### src/rtl/seq_det_pkg.sv
// Shared types and sizing helpers for the time-shared run-of-ones detector.
// Imported by the scheduler top and its round-robin arbiter.
package seq_det_pkg;

   typedef enum logic [1:0] {
      IDLE  = 2'd0,
      RUN   = 2'd1,
      PAUSE = 2'd2
   } state_t;

   localparam int DEF_NCH     = 4;
   localparam int DEF_PAT_LEN = 3;
   localparam int DEF_CNT_W   = 8;

   // Index widths never collapse to zero bits, even for degenerate sizes.
   function automatic int ch_w(input int n);
      return (n < 2) ? 1 : $clog2(n);
   endfunction

   function automatic int ctx_w(input int pat_len);
      return (pat_len < 2) ? 1 : $clog2(pat_len);
   endfunction

   localparam int DEF_CH_W  = ch_w(DEF_NCH);
   localparam int DEF_CTX_W = ctx_w(DEF_PAT_LEN);

endpackage

### src/rtl/seq_det_sched_rr_arbiter.sv
// Combinational round-robin arbiter: first requester at or after ptr, wrapping
// modulo N. The pointer register itself lives in the caller.
module rr_arbiter
   import seq_det_pkg::*;
#(
   parameter int N = DEF_NCH,
   parameter int W = ch_w(N)
) (
   input  logic [N-1:0] req,
   input  logic [W-1:0] ptr,
   input  logic         en,
   output logic [N-1:0] gnt,
   output logic [W-1:0] gnt_idx,
   output logic         gnt_any
);

   always_comb begin
      int idx;
      idx     = 0;
      gnt     = '0;
      gnt_idx = '0;
      gnt_any = 1'b0;
      if (en) begin
         for (int k = 0; k < N; k++) begin
            idx = int'(ptr) + k;
            if (idx >= N) idx = idx - N;
            if (!gnt_any && req[idx]) begin
               gnt[idx] = 1'b1;
               gnt_idx  = W'(idx);
               gnt_any  = 1'b1;
            end
         end
      end
   end

endmodule

### src/rtl/seq_det_sched.sv
// Shared Mealy "PAT_LEN consecutive ones" detector time-multiplexed over NCH
// serial channels, with per-channel run-length context and hit counters.
module seq_det_sched
   import seq_det_pkg::*;
#(
   parameter int NCH     = DEF_NCH,
   parameter int PAT_LEN = DEF_PAT_LEN,
   parameter int CNT_W   = DEF_CNT_W
) (
   input  logic                     clk,
   input  logic                     rst,
   input  logic                     en,
   input  logic [NCH-1:0]           bit_valid,
   input  logic [NCH-1:0]           bit_data,
   output logic [NCH-1:0]           bit_ready,
   input  logic [NCH-1:0]           clr_ch,
   output logic                     det_valid,
   output logic [$clog2(NCH)-1:0]   det_ch,
   output logic [NCH*CNT_W-1:0]     hit_cnt
);

   localparam int CH_W  = ch_w(NCH);
   localparam int CTX_W = ctx_w(PAT_LEN);
   localparam logic [CTX_W-1:0] CTX_MAX = CTX_W'(PAT_LEN - 1);
   localparam logic [CH_W-1:0]  LAST_CH = CH_W'(NCH - 1);

   function automatic logic [CNT_W-1:0] sat_inc(input logic [CNT_W-1:0] v);
      return (&v) ? v : v + 1'b1;
   endfunction

   state_t              state, state_nxt;
   logic [CH_W-1:0]     rr_ptr;
   logic [CTX_W-1:0]    ctx [NCH];
   logic [CNT_W-1:0]    cnt [NCH];

   logic [NCH-1:0]      req_p0;
   logic [NCH-1:0]      gnt_p0;
   logic [CH_W-1:0]     gnt_idx_p0;
   logic                gnt_any_p0;
   logic                bit_p0;
   logic                hit_p0;

   always_ff @(posedge clk) begin
      if (rst) state <= IDLE;
      else     state <= state_nxt;
   end

   always_comb begin
      state_nxt = state;
      case (state)
         IDLE:    state_nxt = en ? RUN : PAUSE;
         RUN:     if (!en) state_nxt = PAUSE;
         PAUSE:   if (en)  state_nxt = RUN;
         default: state_nxt = IDLE;
      endcase
   end

   // stage p0: arbitration, context lookup and hit decision
   assign req_p0 = bit_valid & ~clr_ch;

   rr_arbiter #(
      .N (NCH),
      .W (CH_W)
   ) u_arb (
      .req     (req_p0),
      .ptr     (rr_ptr),
      .en      (state == RUN),
      .gnt     (gnt_p0),
      .gnt_idx (gnt_idx_p0),
      .gnt_any (gnt_any_p0)
   );

   assign bit_ready = gnt_p0;
   assign bit_p0    = bit_data[gnt_idx_p0];
   assign hit_p0    = gnt_any_p0 && bit_p0 && (ctx[gnt_idx_p0] == CTX_MAX);

   always_ff @(posedge clk) begin
      if (rst) begin
         rr_ptr <= '0;
      end else if (gnt_any_p0) begin
         rr_ptr <= (gnt_idx_p0 == LAST_CH) ? '0 : gnt_idx_p0 + 1'b1;
      end
   end

   // A cleared channel is never granted, so clear and update cannot collide.
   always_ff @(posedge clk) begin
      for (int i = 0; i < NCH; i++) begin
         if (rst || clr_ch[i]) begin
            ctx[i] <= '0;
         end else if (gnt_p0[i]) begin
            if (!bit_p0 || ctx[i] == CTX_MAX) ctx[i] <= '0;
            else                              ctx[i] <= ctx[i] + 1'b1;
         end
      end
   end

   // stage p1: registered hit pulse, channel tag and counters
   always_ff @(posedge clk) begin
      for (int i = 0; i < NCH; i++) begin
         if (rst)                     cnt[i] <= '0;
         else if (hit_p0 && gnt_p0[i]) cnt[i] <= sat_inc(cnt[i]);
      end
   end

   always_ff @(posedge clk) begin
      if (rst) begin
         det_valid <= 1'b0;
         det_ch    <= '0;
      end else begin
         det_valid <= hit_p0;
         if (hit_p0) det_ch <= gnt_idx_p0;
      end
   end

   for (genvar gi = 0; gi < NCH; gi++) begin : g_cnt_out
      assign hit_cnt[gi*CNT_W +: CNT_W] = cnt[gi];
   end

endmodule

### config.mk
export PLATFORM = sky130hd
export DESIGN_NAME = seq_det_sched
export DESIGN_NICKNAME = d
export VERILOG_FILES = /design/src/rtl/seq_det_pkg.sv /design/src/rtl/seq_det_sched_rr_arbiter.sv /design/src/rtl/seq_det_sched.sv
export SDC_FILE = /design/constraint.sdc
export NUM_CORES = 1
export LEC_CHECK = 0
export CORE_MARGIN = 1.5
export CORE_UTILIZATION = 45
export CTS_CLUSTER_DIAMETER = 60
export DETAILED_ROUTE_END_ITERATION = 6
export PLACE_DENSITY = 0.72
export SYNTH_ARGS = -nofsm -noshare
export SYNTH_HDL_FRONTEND = slang
export SYNTH_SLANG_ARGS = --single-unit
### constraint.sdc
create_clock -name clk -period 3.28 [get_ports clk]
set_clock_uncertainty 0.1 [all_clocks]
set_input_delay 0.492 -clock clk [delete_from_list [all_inputs] [get_ports clk]]
set_output_delay 0.492 -clock clk [all_outputs]
set_load 0.005 [all_outputs]
==> After elaboration in Yosys (flattened, before gate mapping) <==
Memories as Yosys holds them, arrays and structs flattened.
Index checks and enable logic that the tools add are counted.
{ "word_totals": {"ram_bits": 40, "n_memories": 2, "inputBits": 15, "elab_cells": 219, "latchBits": 0, "romBits": 0, "out_inout_bits": 39, "reg_bits": 7} }
{ "classes": {"n_lt_le_gt_ge": 13, "n_eq_ne": 10, "n_mul": 0, "bitwise": 17, "n_shift": 0, "n_addsub": 16, "muxes": 126, "n_div": 0, "n_reduce_logical": 31} }
{ "mem_list": {"columns": ["memory", "words", "word_bits", "rd", "rd_clocked_by_memory_dff", "wr", "line_no", "rtl"], "rows": [
  ["cnt", 4, 8, 4, 0, 4, "seq_det_sched.sv:34", "logic [CNT_W-1:0] cnt [NCH];"],
  ["ctx", 4, 2, 5, 0, 4, "seq_det_sched.sv:33", "logic [CTX_W-1:0] ctx [NCH];"]
]} }
{ "ops": {"columns": ["operator", "count"], "rows": [
  ["32-bit two-way mux", 8],
  ["32-bit by 1-bit >= comparator with 1-bit output, second input constant", 4],
  ["32-bit by 4-bit less-than comparator with 1-bit output, second input constant", 4],
  ["32-bit by 4-bit >= comparator with 1-bit output, second input constant", 3],
  ["32-bit by 4-bit subtractor with 32-bit output, second input constant", 3],
  ["1-bit two-way mux", 75],
  ["8-bit two-way mux", 8],
  ["2-bit two-way mux", 17],
  ["8-bit by 1-bit adder with 8-bit output, second input constant", 4],
  ["4-bit two-way mux", 8],
  ["8-bit AND reduction", 4],
  ["2-bit equality test, second input constant", 7],
  ["1-bit logical AND", 13],
  ["1-bit OR", 12],
  ["4-bit OR", 3],
  ["2-bit by 1-bit adder with 2-bit output, second input constant", 5],
  ["1-bit binary-select mux with 2-bit select", 5],
  ["1-bit demux with 2-bit select", 4],
  ["1-bit logical OR", 8],
  ["2-bit by 2-bit adder with 3-bit output, second input constant", 2],
  ["2-bit one-hot mux with 3 select lines", 1],
  ["4-bit bitwise AND", 1],
  ["1-bit zero test", 4],
  ["2-bit != test, second input constant", 2],
  ["8 further kinds", 8]
]} }

==> Logic depth before layout (Yosys ltp) <==
Gate-level depths: netlist of run 1.
{ "logic_depth": {"word_depth": 30, "ltp_mapped": 10} }

==> Hierarchy <==
A second synthesis of run 1 with hierarchy kept.
{ "unflattened": {"cells_unflattened": 270, "area_unflattened_um2": 2944.1} }
{ "by_module_without_submodules": {"columns": ["mod", "n_inst", "area_per_inst_um2", "cells_each"], "rows": [
  ["seq_det_sched", 1, 2421.1, 207],
  ["rr_arbiter", 1, 523.0, 63]
]} }

==> Worst setup path after synthesis of run 1 <==
Ideal clock, no wire load.
{ "synth_path": {"kind": "flip-flop to flip-flop", "start": "register rr_ptr[0]", "end": "memory cnt[2][0] (netlist name) (enable)", "t_required_ps": 2919, "synth_period_minus_slack_ps": 3132, "slack_ps": 148, "t_arrival_ps": 2770, "stages_incl_launch_ff": 10, "path_buffers": 1, "setup_ps": 261, "cell_sequence": "dfxtp_1 > inv_1 > ha_1 > clkbuf_1 > mux4_2 > nor2b_4 > o21a_1 > o211a_2 > or2_1 > a31o_2"} }
{ "synth_lines": {"columns": ["element", "line_no", "rtl"], "rows": [
  ["start: declaration", "seq_det_sched.sv:32", "logic [CH_W-1:0] rr_ptr;"],
  ["start signal: assignment", "seq_det_sched.sv:81", "rr_ptr <= (gnt_idx_p0 == LAST_CH) ? '0 : gnt_idx_p0 + 1'b1;"],
  ["end: declaration", "seq_det_sched.sv:34", null]
]} }

==> Worst setup path after layout of run 1 <==
{ "layout_path": {"start": "input bit_valid[1]", "end": "output bit_ready[1]"} }
{ "layout_between": {"elab_chain_len": 18} }
{ "layout_rtl": {"columns": ["element", "line_no", "rtl"], "rows": [
  ["start: declaration", "seq_det_sched.sv:13", "input logic [NCH-1:0] bit_valid,"],
  ["4-bit bitwise AND (*)", "seq_det_sched.sv:59", "assign req_p0 = bit_valid & ~clr_ch;"],
  ["1-bit binary-select mux with 2-bit select", "seq_det_sched_rr_arbiter.sv:27", "if (!gnt_any && req[idx]) begin"],
  ["1-bit two-way mux (not written as such) (2 in a row)", "seq_det_sched_rr_arbiter.sv:27", null],
  ["1-bit two-way mux", "seq_det_sched_rr_arbiter.sv:27", null],
  ["1-bit two-way mux", "seq_det_sched_rr_arbiter.sv:23", "if (en) begin"],
  ["1-bit zero test", "seq_det_sched_rr_arbiter.sv:27", null],
  ["1-bit logical AND", "seq_det_sched_rr_arbiter.sv:27", null],
  ["1-bit two-way mux", "seq_det_sched_rr_arbiter.sv:27", null],
  ["1-bit two-way mux", "seq_det_sched_rr_arbiter.sv:23", null],
  ["1-bit zero test", "seq_det_sched_rr_arbiter.sv:27", null],
  ["1-bit logical AND", "seq_det_sched_rr_arbiter.sv:27", null],
  ["1-bit two-way mux", "seq_det_sched_rr_arbiter.sv:27", null],
  ["1-bit two-way mux", "seq_det_sched_rr_arbiter.sv:23", null],
  ["1-bit zero test", "seq_det_sched_rr_arbiter.sv:27", null],
  ["1-bit logical AND", "seq_det_sched_rr_arbiter.sv:27", null],
  ["4-bit two-way mux (*)", "seq_det_sched_rr_arbiter.sv:27", null],
  ["4-bit two-way mux (*)", "seq_det_sched_rr_arbiter.sv:23", null],
  ["end: declaration", "seq_det_sched.sv:15", "output logic [NCH-1:0] bit_ready,"]
]} }
Mark *: on every way between the ends. The rest lies on a longest branch, timed or not. The select of a mux whose other input is x is not followed.

==> results of run 1 <==
[what timing repair did]
action | in CTS | in global routing
endpoints found under the setup margin | 4 | 3
endpoints found under the hold margin | 0 | 0
pin swaps | 1 | 5
gates cloned | 0 | 0
resized for setup | 7 | 24
[state kept, by name, indices dropped and copies added (netlist names)]
signal / flops
rr_ptr: 2
cnt: 32
state: 2
ctx: 8
det_ch: 2
det_valid: 1
[area by class of cell]
cell class                      count  area, µm²
Clock buffer                        5       68.8
Timing Repair Buffer               87        817
Tap cell                           80        100
Sequential cell                    47       1340
Clock inverter                      3       18.8
Fill cell                         593       2620
Inverter                           15       56.3
Multi-Input combinational cell    227       1730
[worst max-delay path: stages]
cell,delay [ps]
clkdlybuf4s50_1,420
nor2b_4,140
mux4_2,500
buf_6,150
buf_4,140
a22oi_2,200
o2bb2ai_2,80
nor2_2,130
inv_1,80
dlygate4sd2_1,260
[synth_stat cells, types with 3 or more instances]
library cell  instances  area, µm²
edfxtp_1             40       1200
nor2_1               26       97.6
nand3_1              21        105
nor3_2               19        190
nor3_1               18       90.1
and3_1               15       93.8
ha_1                 15        188
inv_1                15       56.3
xnor2_1              13        114
xor2_1               13        114
nand2_1              11       41.3
dfxtp_1               7        140
nor2b_1               7       43.8
nand2b_1              6       37.5
a31o_2                5       43.8
buf_2                 5       25.0
nor4_1                5       31.3
o21ai_0               5       25.0
a211oi_1              4       30.0
and2_1                4       25.0
a22oi_1               3       22.5
mux2i_1               3       30.0
nor3b_1               3       22.5
o2bb2ai_1             3       26.3
[metal layers]
metal  global-route usage [%]  wire length [µm]  up-vias
met5                        0                 0        -
met3                     3.52               230        7
met1                     26.9              3370     1248
li1                         -                 -     1268
met2                     33.1              3470       56
met4                     5.43                63        0
[final timing paths]
| check | end | startpoint | cells past startpoint |
|---|---|---|---|
| min reg2reg | state[1] | state[1] | 1 |
| min | state[1] | state[1] | 1 |
| max reg2reg | cnt[1][5] | rr_ptr[0] | 8 |
| max | bit_ready[1] | bit_valid[1] | 10 |
[power groups by stage]
stage	sequential [µW]	combinational [µW]	clock, µW
3_3_place_gp	702	239	0
6_report	690	257	361
5_1_grt	694	280	394
2_1_floorplan	702	128	0
3_5_place_dp	703	242	0
4_1_cts	690	245	364
[kinds of logic after synthesis]
kind of cell / after synthesis / share of synthesized area (%)
AND/OR/NAND/NOR: 147 / 28.5
flip-flops: 47 / 43.0
adder cells (fa/ha/maj): 15 / 6.02
XOR/XNOR: 26 / 7.31
multiplexers: 7 / 3.13
buffers and inverters: 25 / 3.69
AO/OA/AOI/OAI: 32 / 8.27
[stage by stage]
step | std cells | util [%]
after global routing | 464 | 61.2
after CTS | 464 | 60.0
final | 464 | 61.2
after floorplan | 299 | -
after global placement | 456 | 58.6
after detailed placement | 456 | 58.6
==> impl_metrics.toml, run 1 <==
[logic_synthesis]
synth_nets = 329
syn-instance-count = 299
yosys_warnings = 0
synth_area_mm2 = 0.00312
synth-edff-count = 40
synth_seq_area_share_pct = 43.0
synthFlopType = "edfxtp_1"
yosys.cell_types.count = 48
synth-seq-cells = 47
synth.avg_cell_area_um2 = 10.4
synth-async-reset-ratio_pct = 0

[placement]
dpl_cell_area_mm2 = 0.00396
dp_slack_ps = -168
hpwl_mm = 5.15
gp_congestion = 0.881
io_buffers = 53

[global_route]
grt_pass1_wl_mm = 11.7
grt_pass1_vias = 2486
grt_max_degree = 26
grtUsageTotal_pct = 19.9
grt_overflow_total = 0
antenna_found_initial = 0

[worst_hold_path]
hp-class = "reg2reg"

[timing]
slew-limit-headroom_pct = 65.1
setup_ws_ps = 83.6
finalHoldViolations = 0
hold_ws_ps = 392
setup_viol = 0
setup-tns-final_ps = 0
fmax_mhz = 313
worst_pin_slew_ps = 523
maxSlewViolCount = 0
fin_crit_sh_pct = 97.5
period_minus_slack_ps = 3200

[floorplan]
die_area_mm2 = 0.00743
die_h_um = 86.2
ioPinCount = 54
initial_core_util_pct = 46.1
row_count = 30
core_area_mm2 = 0.00676
die_width_um = 86.2

[drt]
ant_nets = 0
wl_mm = 7.13
vias = 2579
wl_per_cell_um = 15.4
drt_iter0_markers = 159
routed_via_density = 5.56
dr.pass1.iters = 4
drc = 0

[clock_tree]
postCtsHoldBufs = 0
cts-root-buf = "clkbuf_8"
cts_max_path_buffers = 2
clk_pin_slew_ps = 90
postCtsSetupBuffers = 0
clock-sinks = 47
clock_latency_ps = 320
numCtsBuffers = 5
ctsHtreeMaxLevel = 2
cts_tree = "yes"

[power_and_ir_drop]
clkPwrFrac_pct = 27.6
total_leakage_power_uw = 0.00156
p_comb_share_pct = 19.7
ir_worst_vdd_uv = 259
power_density_mw_per_mm2 = 316
switching_share_pct = 27.5
total_power_uw = 1310
p_switching_uw = 360
internal-power_uw = 948
pwr-share-seq_pct = 52.7

[worst_setup_path]
end_kind = "primary output"
worstSetupStartpointType = "input pin"
crit_path_max_fanout = 3
rrSetupSlack_ps = 270
critPathArrivalTime_ps = 2600
worstSetupPathType = "in2out"
required_ps = 2690

[final_layout]
final_common_cell = "clkdlybuf4s50_1"
nets = 413
syn2layout_area_growth_pct = 32.7
fin_area_mm2 = 0.00414
drive_gt1_share_pct = 24.0
layout_common_cells = "clkdlybuf4s50_1 (42), edfxtp_1 (40), buf_4 (32), nor2_1 (25), nand3_1 (21)"
diodes = 0

[status]
status = "complete, no violations"

[job]
cap_violations = 0
(Power assumes the default switching activity.)
==> inputs of run 2 (changes only) <==
--- a/config.mk
+++ b/config.mk
@@ -9,6 +9,7 @@
 export CORE_UTILIZATION = 45
 export CTS_CLUSTER_DIAMETER = 60
 export DETAILED_ROUTE_END_ITERATION = 6
+export GPL_ROUTABILITY_DRIVEN = 0
 export PLACE_DENSITY = 0.72
 export SYNTH_ARGS = -nofsm -noshare
 export SYNTH_HDL_FRONTEND = slang
==> run 2 against run 1 <==
Against the previous run: register-to-register slack is essentially flat; critical endpoint is now bit_ready[3]; hold slack improved by 1.6 ps; routed wire length down 6.6%; worst setup slack improved by 25 ps; die area unchanged; via count fell by 2.1%; highest routed layer unchanged; total power up 2.9%.
==> impl_metrics.toml, run 2 (same netlist as run 1, synthesis figures left out) <==
[status]
status = "complete, no violations"

[worst_setup_path]
rrSetupSlack_ps = 260
path_cells = "clkdlybuf4s50_1 > nor2b_1 > mux4_2 > or3b_2 > a21oi_1 > a221o_2 > dlygate4sd2_1"
slowest_delay_ps = 470
worstSetupStartpointType = "input pin"
path_buf_inv = 2
critPathArrivalTime_ps = 2580
end_kind = "primary output"
crit_cells = 7
required_ps = 2690
r2r_cells = 11
worstSetupPathType = "in2out"
slowest_stage = "mux4_2"
crit_path_max_fanout = 3
path_delay_family = "buffers and inverters"

[final_layout]
drive_gt1_share_pct = 19.5
final_common_cell = "clkdlybuf4s50_1"
nFillCells = 618
layout.cells.non_filler = 460
largest_reg_flops = 32
diodes = 0
fin_area_mm2 = 0.00403
largestRegisters = "cnt: 32 flops, ctx: 8 flops"
nets = 409
syn2layout_area_growth_pct = 29.4
largest-register = "cnt"
layout_common_cells = "clkdlybuf4s50_1 (49), edfxtp_1 (40), buf_4 (29), nor2_1 (26), nand3_1 (21)"

[clock_tree]
cts_tree = "yes"
clock-sinks = 47
cts_max_path_buffers = 2
clock_latency_ps = 290
postCtsHoldBufs = 0
clk_pin_slew_ps = 80
numCtsBuffers = 5
ctsHtreeMaxLevel = 2
cts-root-buf = "clkbuf_8"

[timing]
rsz0062_at_grt = "no"
worst_pin_slew_ps = 395
slew-limit-headroom_pct = 73.6
setup_viol = 0
fin_crit_sh_pct = 96.7
hold_ws_ps = 394
period_minus_slack_ps = 3170
fmax_mhz = 315
finalHoldViolations = 0
maxSlewViolCount = 0

[power_and_ir_drop]
pwr-share-seq_pct = 51.2
switching_share_pct = 24.4
internal-power_uw = 1020
clkPwrFrac_pct = 31.0
power_density_mw_per_mm2 = 333
ir_worst_vdd_uv = 243
p_comb_share_pct = 17.7
p_switching_uw = 328
total_leakage_power_uw = 0.00146

[floorplan]
row_count = 30
core_area_mm2 = 0.00676
ioPinCount = 54
die_area_mm2 = 0.00743
initial_core_util_pct = 46.1
die_h_um = 86.2
die_width_um = 86.2

[drt]
wl_mm = 6.66
routed_via_density = 5.49
wl_per_cell_um = 14.5
drt_iter0_markers = 155
ant_nets = 0
dr.pass1.iters = 4
drc = 0
vias = 2525

[global_route]
grt_pass1_wl_mm = 11.2
grtUsageTotal_pct = 18.6
antenna_found_initial = 0
grt_pass1_vias = 2428
grt_max_degree = 26
grt_overflow_total = 0

[worst_hold_path]
hp-class = "reg2reg"
holdPathStages = 1

[placement]
dpl_cell_area_mm2 = 0.00392
hpwl_mm = 4.97
dpl.cell_count = 451
io_buffers = 53

[job]
cap_violations = 0
==> run 2: changes by cell type in the layout (fill, tap and decap cells not counted), sizes merged <==
cell           previous run  this run
dlymetal6s2s              7         0
clkdlybuf4s15             2         0
inv                      16        15
bufinv                    0         1
clkinv                    2         0
dlygate4sd2               2         4
clkbuf                    5         7
clkdlybuf4s50            42        49
buf                      34        30
==> run 2: final cells by class <==
cell class | count | area (µm²) | area share, %
multi-input combinational | 227 | 1670 | 41.3
clock inverter | 1 | 30.0 | 0.744
tap | 80 | 100 | 2.48
timing repair buffer | 83 | 763 | 18.9
clock buffer | 7 | 76.3 | 1.89
inverter | 15 | 56.3 | 1.40
sequential | 47 | 1340 | 33.3
==> run 2: metal layers <==
metal | global-route usage, % | share of wire (%)
met1 | 25.7 | 47
met2 | 30.7 | 47
met3 | 3.14 | 5.4
met4 | 4.11 | 1.0
met5 | 0 | 0
==> run 2: stage by stage <==
stage | setup TNS, ps | util (%) | worst slack [ps] | total power [µW]
global placement | -2350 | 58.0 | -136 | 935
CTS | 0 | 59.7 | 103 | 1360
global route | 0 | 59.7 | 1.96 | 1400
floorplan | 0 | - | 148 | 831
finish | 0 | 59.7 | 109 | 1350
detailed placement | -3310 | 58.0 | -145 | 939
==> run 2: what timing repair did <==
| item | in CTS | in global routing |
|---|---|---|
| endpoints found under the setup margin | 4 | 0 |
| resized for setup | 5 | 0 |
| setup buffers | 1 | 0 |
==> run 2: path summary, 6_finish.rpt <==
path,from,to
max,bit_valid[1],bit_ready[3]
min reg2reg,state[0],state[1]
min,state[0],state[1]
max reg2reg,rr_ptr[1],cnt[2][6]
==> run 2: power groups by stage <==
| stage | logic, µW | clock network (µW) | registers [µW] |
|---|---|---|---|
| after floorplan | 128 | 0 | 702 |
| after global placement | 232 | 0 | 702 |
| after global routing | 262 | 449 | 693 |
| after detailed placement | 236 | 0 | 703 |
| final | 239 | 417 | 689 |
| after CTS | 239 | 428 | 689 |
